`config.mk`:
```
export PLATFORM = sky130hd
export DESIGN_NAME = sram_controller_flat
export DESIGN_NICKNAME = d
export VERILOG_FILES = /design/src/rtl/sram_controller_if.sv /design/src/rtl/sram_controller.sv /design/src/flat_wrapper.sv
export SDC_FILE = /design/constraint.sdc
export NUM_CORES = 1
export LEC_CHECK = 0
export ABC_AREA = 0
export BUFFER_PORTS_ARGS = -buffer_cell sky130_fd_sc_hd__buf_2
export CORE_MARGIN = 2
export CORE_UTILIZATION = 54
export CTS_BUF_LIST = sky130_fd_sc_hd__clkbuf_4 sky130_fd_sc_hd__clkbuf_8 sky130_fd_sc_hd__clkbuf_16
export DETAILED_ROUTE_END_ITERATION = 6
export GPL_TIMING_DRIVEN = 0
export PLACE_DENSITY = 0.85
export SYNTH_ARGS = -nofsm -noshare
export SYNTH_HDL_FRONTEND = slang
export SYNTH_SLANG_ARGS = --single-unit
export TNS_END_PERCENT = 20
```
`constraint.sdc`:
```
create_clock -name clk -period 9.2 [get_ports clk]
set_clock_uncertainty 0.2 [all_clocks]
set_input_delay 1.84 -clock clk [delete_from_list [all_inputs] [get_ports clk]]
set_output_delay 1.84 -clock clk [all_outputs]
set_load 0.1 [all_outputs]
```
`src/rtl/sram_controller_if.sv`:
```
// sram_controller_if: groups the MEM-stage request/response signals and the
// external 16-bit asynchronous SRAM pad signals of sram_controller.
//   wr_en, rd_en     store / load request levels
//   addr, wdata      byte address and store data
//   rdata, ready     registered load result, 1 = not stalling
//   sram_addr        halfword address to the SRAM
//   sram_dq_out/oe   write data and pad output enable
//   sram_dq_in       read data from the pad
//   sram_*_n         active-low SRAM strobes and byte enables
// slave  : the controller side
// master : the pipeline + SRAM pad side
interface sram_controller_if #(
  parameter int SRAM_AW = 18
);
  logic               wr_en;
  logic               rd_en;
  logic [31:0]        addr;
  logic [31:0]        wdata;
  logic [31:0]        rdata;
  logic               ready;
  logic [SRAM_AW-1:0] sram_addr;
  logic [15:0]        sram_dq_out;
  logic               sram_dq_oe;
  logic [15:0]        sram_dq_in;
  logic               sram_we_n;
  logic               sram_oe_n;
  logic               sram_ce_n;
  logic               sram_ub_n;
  logic               sram_lb_n;

  modport slave (
    input  wr_en, rd_en, addr, wdata, sram_dq_in,
    output rdata, ready, sram_addr, sram_dq_out, sram_dq_oe,
           sram_we_n, sram_oe_n, sram_ce_n, sram_ub_n, sram_lb_n
  );

  modport master (
    output wr_en, rd_en, addr, wdata, sram_dq_in,
    input  rdata, ready, sram_addr, sram_dq_out, sram_dq_oe,
           sram_we_n, sram_oe_n, sram_ce_n, sram_ub_n, sram_lb_n
  );
endinterface

```
`src/rtl/sram_controller.sv`:
```
// sram_controller: sequences a 16-bit asynchronous SRAM for the MEM stage.
// Each 32-bit load/store becomes two halfword accesses (low half, then high
// half), each holding address/control for WAIT_CYCLES cycles.
// Ports:
//   clk   system clock, rising edge
//   rst   asynchronous, active-high reset
//   bus   sram_controller_if.slave (request, response and SRAM pad signals)
// ready is low while an access is in progress; the top level freezes the
// pipeline on ~ready.
module sram_controller #(
  parameter int          WAIT_CYCLES = 2,
  parameter logic [31:0] ADDR_BASE   = 32'd1024,
  parameter int          SRAM_AW     = 18
) (
  input  logic              clk,
  input  logic              rst,
  sram_controller_if.slave  bus
);

  localparam logic [3:0] CNT_LAST = 4'(WAIT_CYCLES - 1);
  localparam int         IDX_W    = SRAM_AW - 1;

  typedef enum logic [1:0] {IDLE, LO, HI, DONE} state_t;

  state_t state, state_nxt;

  logic [3:0]       cnt;
  logic             is_wr_q;
  logic [IDX_W-1:0] idx_q;
  logic             half_q;
  logic [31:0]      wdata_q;
  logic [15:0]      lo16;
  logic [31:0]      rdata_q;

  logic             req;
  logic             phase_end;
  logic [31:0]      offset;
  logic [IDX_W-1:0] idx_in;

  logic ready;
  logic ce_n, oe_n, we_n, ub_n, lb_n, dq_oe;

  assign req       = bus.wr_en | bus.rd_en;
  assign phase_end = (cnt == CNT_LAST);
  // Truncation to IDX_W bits gives the silent wrap of the word index.
  assign offset    = bus.addr - ADDR_BASE;
  assign idx_in    = IDX_W'(offset >> 2);

  always_ff @(posedge clk or posedge rst) begin
    if (rst) state <= IDLE;
    else     state <= state_nxt;
  end

  always_comb begin
    state_nxt = state;
    ready     = 1'b0;
    ce_n      = 1'b1;
    oe_n      = 1'b1;
    we_n      = 1'b1;
    ub_n      = 1'b1;
    lb_n      = 1'b1;
    dq_oe     = 1'b0;
    unique case (state)
      IDLE: begin
        ready = ~req;
        if (req) state_nxt = LO;
      end
      LO, HI: begin
        ce_n = 1'b0;
        ub_n = 1'b0;
        lb_n = 1'b0;
        if (is_wr_q) begin
          dq_oe = 1'b1;
          // Release we_n on the last phase cycle for data hold, unless the
          // phase is a single cycle.
          we_n  = (WAIT_CYCLES > 1) && phase_end;
        end else begin
          oe_n  = 1'b0;
        end
        if (phase_end) state_nxt = (state == LO) ? HI : DONE;
      end
      DONE: begin
        ready     = 1'b1;
        state_nxt = IDLE;
      end
      default: state_nxt = IDLE;
    endcase
  end

  always_ff @(posedge clk or posedge rst) begin
    if (rst) begin
      cnt     <= '0;
      is_wr_q <= 1'b0;
      idx_q   <= '0;
      half_q  <= 1'b0;
      wdata_q <= '0;
      lo16    <= '0;
      rdata_q <= '0;
    end else begin
      unique case (state)
        IDLE: begin
          if (req) begin
            is_wr_q <= bus.wr_en;
            idx_q   <= idx_in;
            wdata_q <= bus.wdata;
            half_q  <= 1'b0;
            cnt     <= '0;
          end
        end
        LO: begin
          if (phase_end) begin
            cnt    <= '0;
            half_q <= 1'b1;
            if (!is_wr_q) lo16 <= bus.sram_dq_in;
          end else begin
            cnt <= cnt + 4'd1;
          end
        end
        HI: begin
          if (phase_end) begin
            cnt <= '0;
            if (!is_wr_q) rdata_q <= {bus.sram_dq_in, lo16};
          end else begin
            cnt <= cnt + 4'd1;
          end
        end
        default: ;
      endcase
    end
  end

  // Address and write data come straight from the latched registers, so they
  // hold their last value through DONE/IDLE and read 0 after reset.
  assign bus.sram_addr   = {idx_q, half_q};
  assign bus.sram_dq_out = half_q ? wdata_q[31:16] : wdata_q[15:0];
  assign bus.sram_dq_oe  = dq_oe;
  assign bus.sram_we_n   = we_n;
  assign bus.sram_oe_n   = oe_n;
  assign bus.sram_ce_n   = ce_n;
  assign bus.sram_ub_n   = ub_n;
  assign bus.sram_lb_n   = lb_n;
  assign bus.rdata       = rdata_q;
  assign bus.ready       = ready;

endmodule
```
`src/flat_wrapper.sv`:
```
// flat-port wrapper written by rule: the top's interface ports become plain ports
module sram_controller_flat 
#(
  parameter int          WAIT_CYCLES = 2,
  parameter logic [31:0] ADDR_BASE   = 32'd1024,
  parameter int          SRAM_AW     = 18
)
  (clk, rst, bus_wr_en, bus_rd_en, bus_addr, bus_wdata, bus_sram_dq_in, bus_rdata, bus_ready, bus_sram_addr, bus_sram_dq_out, bus_sram_dq_oe, bus_sram_we_n, bus_sram_oe_n, bus_sram_ce_n, bus_sram_ub_n, bus_sram_lb_n);
  sram_controller_if #(.SRAM_AW(SRAM_AW)) bus_i ();
  input  logic clk;
  input  logic rst;
  input wire logic [$bits(bus_i.wr_en)-1:0] bus_wr_en;
  input wire logic [$bits(bus_i.rd_en)-1:0] bus_rd_en;
  input wire logic [$bits(bus_i.addr)-1:0] bus_addr;
  input wire logic [$bits(bus_i.wdata)-1:0] bus_wdata;
  input wire logic [$bits(bus_i.sram_dq_in)-1:0] bus_sram_dq_in;
  output wire logic [$bits(bus_i.rdata)-1:0] bus_rdata;
  output wire logic [$bits(bus_i.ready)-1:0] bus_ready;
  output wire logic [$bits(bus_i.sram_addr)-1:0] bus_sram_addr;
  output wire logic [$bits(bus_i.sram_dq_out)-1:0] bus_sram_dq_out;
  output wire logic [$bits(bus_i.sram_dq_oe)-1:0] bus_sram_dq_oe;
  output wire logic [$bits(bus_i.sram_we_n)-1:0] bus_sram_we_n;
  output wire logic [$bits(bus_i.sram_oe_n)-1:0] bus_sram_oe_n;
  output wire logic [$bits(bus_i.sram_ce_n)-1:0] bus_sram_ce_n;
  output wire logic [$bits(bus_i.sram_ub_n)-1:0] bus_sram_ub_n;
  output wire logic [$bits(bus_i.sram_lb_n)-1:0] bus_sram_lb_n;
  assign bus_i.wr_en = bus_wr_en;
  assign bus_i.rd_en = bus_rd_en;
  assign bus_i.addr = bus_addr;
  assign bus_i.wdata = bus_wdata;
  assign bus_i.sram_dq_in = bus_sram_dq_in;
  assign bus_rdata = bus_i.rdata;
  assign bus_ready = bus_i.ready;
  assign bus_sram_addr = bus_i.sram_addr;
  assign bus_sram_dq_out = bus_i.sram_dq_out;
  assign bus_sram_dq_oe = bus_i.sram_dq_oe;
  assign bus_sram_we_n = bus_i.sram_we_n;
  assign bus_sram_oe_n = bus_i.sram_oe_n;
  assign bus_sram_ce_n = bus_i.sram_ce_n;
  assign bus_sram_ub_n = bus_i.sram_ub_n;
  assign bus_sram_lb_n = bus_i.sram_lb_n;
  sram_controller #(.WAIT_CYCLES(WAIT_CYCLES), .ADDR_BASE(ADDR_BASE), .SRAM_AW(SRAM_AW)) u_core (.clk(clk), .rst(rst), .bus(bus_i));
endmodule
```
==> flow_summary.toml <==
[placement]
place_hpwl_um = 7415
port_buffers = 141
placed_cell_area_sq_um = 5311
place_congestion = 0.7378

[drt]
routed_wl_um = 9830
first_pass_iters = 4
first_iter_violations = 132
wire_per_inst_um = 14.85
final_antenna_net_count = 0
drc = 0
via_per_inst = 5.157
num_vias = 3414

[synth]
ys_seq_area_frac = 0.5912
syn_nets = 490
synth.area.top_cells = "dfrtp_1 (59%), mux2_2 (16%), nand2_1 (11%)"
ys_ff_latch = 105
netlist_area_sq_um = 4444
synth_warnings = 0
async_flop_share = 1.000
netlist_instances = 399
synth_top_area_frac = 0.5912
synth_cell_types = 37
synth_ff_type = "dfrtp_1"
synth.avg_cell_area_sq_um = 11.14
synth_edf_count = 0
synth_area_leader_cell = "dfrtp_1"

[sta]
setup_tns_ps = 0
grt_setup_unrepaired = "false"
period_share = 0.5573
slew_violations = 0
holdWs_ps = 284.2
tightestPinTransition_ps = 696.5
slew_headroom = 0.5346
period_needed_ps = 5127
setup_violations = 0
finalHoldViolCount = 0
fmax_ghz = 0.1950

[die]
boundaryPins = 157
start_util = 0.5492
dieHeight_um = 94.72
die_w_um = 94.72
core-area_sq_um = 8093
dieArea_sq_um = 8972
rows = 33

[critical_path]
r2r-start = "u_core.cnt[1]"
worstPathArrival_ps = 3090
r2r_slack_ps = 6970
crit_type = "in -> out"
startpoint_type = "primary input"
cp_data_required_time_ps = 7160
worst_setup_path_end_kind = "output port"
worstRegToRegCells = 6
reg2reg_to = "u_core.bus.rdata[21]"
critPathMaxFanout = 5

[job]
cap_violations = 0

[finish]
fillerInstances = 618
diodes = 0
syn_to_final_growth_pct = 24.18
fin_nets = 643
final_cell_area_sq_um = 5519
drive_gt1_frac = 0.4165

[global_routing]
antenna_found_initial = 0
overflow = 0
grt_pass1_vias = 3314
grt_usage = 0.2264
grt_start_max_net_pins = 62
grt_pass1_wl_um = 15620

[clock_tree]
holdBufCountCts = 0
htree_levels = 3
cts_root_buf = "clkbuf_8"
cts.clk_slew.worst_paths_ps = 110
tritoncts = "built"
clk_latency_ps = 350
cts_resized = 0
cts_buffers = 9
post_cts_buffers = 0
cts_sinks = 105
clock_path_buffers = 2

[min_path]
hold_depth = 2
worstHoldPathType = "reg -> reg"
holdPathEnd = "u_core.idx_q[12]"
min_from = "u_core.idx_q[12]"

[outcome]
status = "complete, no violations"
-- cell type report --
cell class | instances | area (sq um) | share of cell area
Inverter | 9 | 36.28 | 0.006574
Tap cell | 105 | 131.4 | 0.02380
Timing Repair Buffer | 142 | 733.2 | 0.1328
Multi-Input combinational cell | 264 | 1692 | 0.3065
Clock buffer | 9 | 123.9 | 0.02244
Sequential cell | 105 | 2628 | 0.4761
Buffer | 21 | 91.34 | 0.01655
Clock inverter | 7 | 83.83 | 0.01519
-- registers in the layout (all words and copies together) (netlist names) --
name / cells
u_core.bus.rdata: 32
u_core.cnt: 4
u_core.is_wr_q: 1
u_core.wdata_q: 32
u_core.idx_q: 17
u_core.state: 2
u_core.lo16: 16
u_core.half_q: 1
-- worst max-delay path, stage by stage --
cell and delay, ps:
buf_2 120, or3b_2 530, a21oi_1 160, buf_2 440
-- layer usage --
| layer | GRT usage | share of wire | vias to the layer above |
|---|---|---|---|
| li1 | - | - | 1624 |
| met1 | 0.2869 | 0.43 | 1652 |
| met2 | 0.3853 | 0.49 | 126 |
| met3 | 0.05666 | 0.069 | 12 |
| met4 | 0.06763 | 0.012 | 0 |
| met5 | 0 | 0 | - |
-- cells by family (layout without fill, tap and decap cells) --
| family | count (synthesis) | after routing | share of synthesized area |
|---|---|---|---|
| buf+inv | 30 | 188 | 0.02815 |
| mux | 64 | 64 | 0.1622 |
| simple gates | 161 | 161 | 0.1523 |
| compound gates | 30 | 30 | 0.04251 |
| xor+xnor | 2 | 2 | 0.003942 |
| fa+ha+maj | 7 | 7 | 0.01971 |
| flops | 105 | 105 | 0.5912 |
-- cells in the mapped netlist (2+ instances only) --
library cell,n
nand2b_1,2
o311ai_0,2
nor2_1,5
xnor2_1,2
dfrtp_1,105
buf_1,3
mux2_2,64
a31oi_1,3
nor3b_1,2
ha_1,7
o21ai_0,11
o21a_1,2
or3b_2,2
buf_4,3
or4_1,2
inv_1,9
o211ai_1,2
nand3_1,5
a21oi_1,3
nand2_1,135
clkbuf_1,14
-- placed cells by master, fill, tap and decap left out, types with 2 or more instances in the layout --
cell	instances
o211ai_1	2
or3b_2	2
dfrtp_1	105
nand3_1	5
nand2b_1	2
clkbuf_8	9
ha_1	7
clkbuf_1	14
inv_6	3
o311ai_0	2
o21ai_0	11
or4_1	2
buf_1	3
xnor2_1	2
buf_2	142
a31oi_1	3
mux2_2	64
nor3b_1	2
nand2_1	135
nor2_1	5
inv_1	8
o21a_1	2
buf_4	3
a21oi_1	3
-- worst max path at each step --
stage                    from          endpoint  slack, ps  depth (start not counted)
global route        bus_rd_en         bus_ready       4020                          4
floorplan           bus_rd_en         bus_ready       3300                          2
detailed placement  bus_rd_en         bus_ready       4070                          4
CTS                 bus_rd_en         bus_ready       4070                          4
global placement          rst  u_core.idx_q[11]       3350                          2
finish              bus_rd_en         bus_ready       4070                          4
-- metrics by stage --
stage / cells / util / setup slack (ps)
2_1_floorplan: 399 / - / 3298
3_3_place_gp: 645 / 0.6526 / 3349
3_5_place_dp: 646 / 0.6563 / 4071
4_1_cts: 662 / 0.6820 / 4069
5_1_grt: 662 / 0.6820 / 4024
6_report: 662 / 0.6820 / 4073
Power is left out: the tool's default activity adds up to more than one toggle a clock period on the data nets, which glitch-free logic cannot reach.
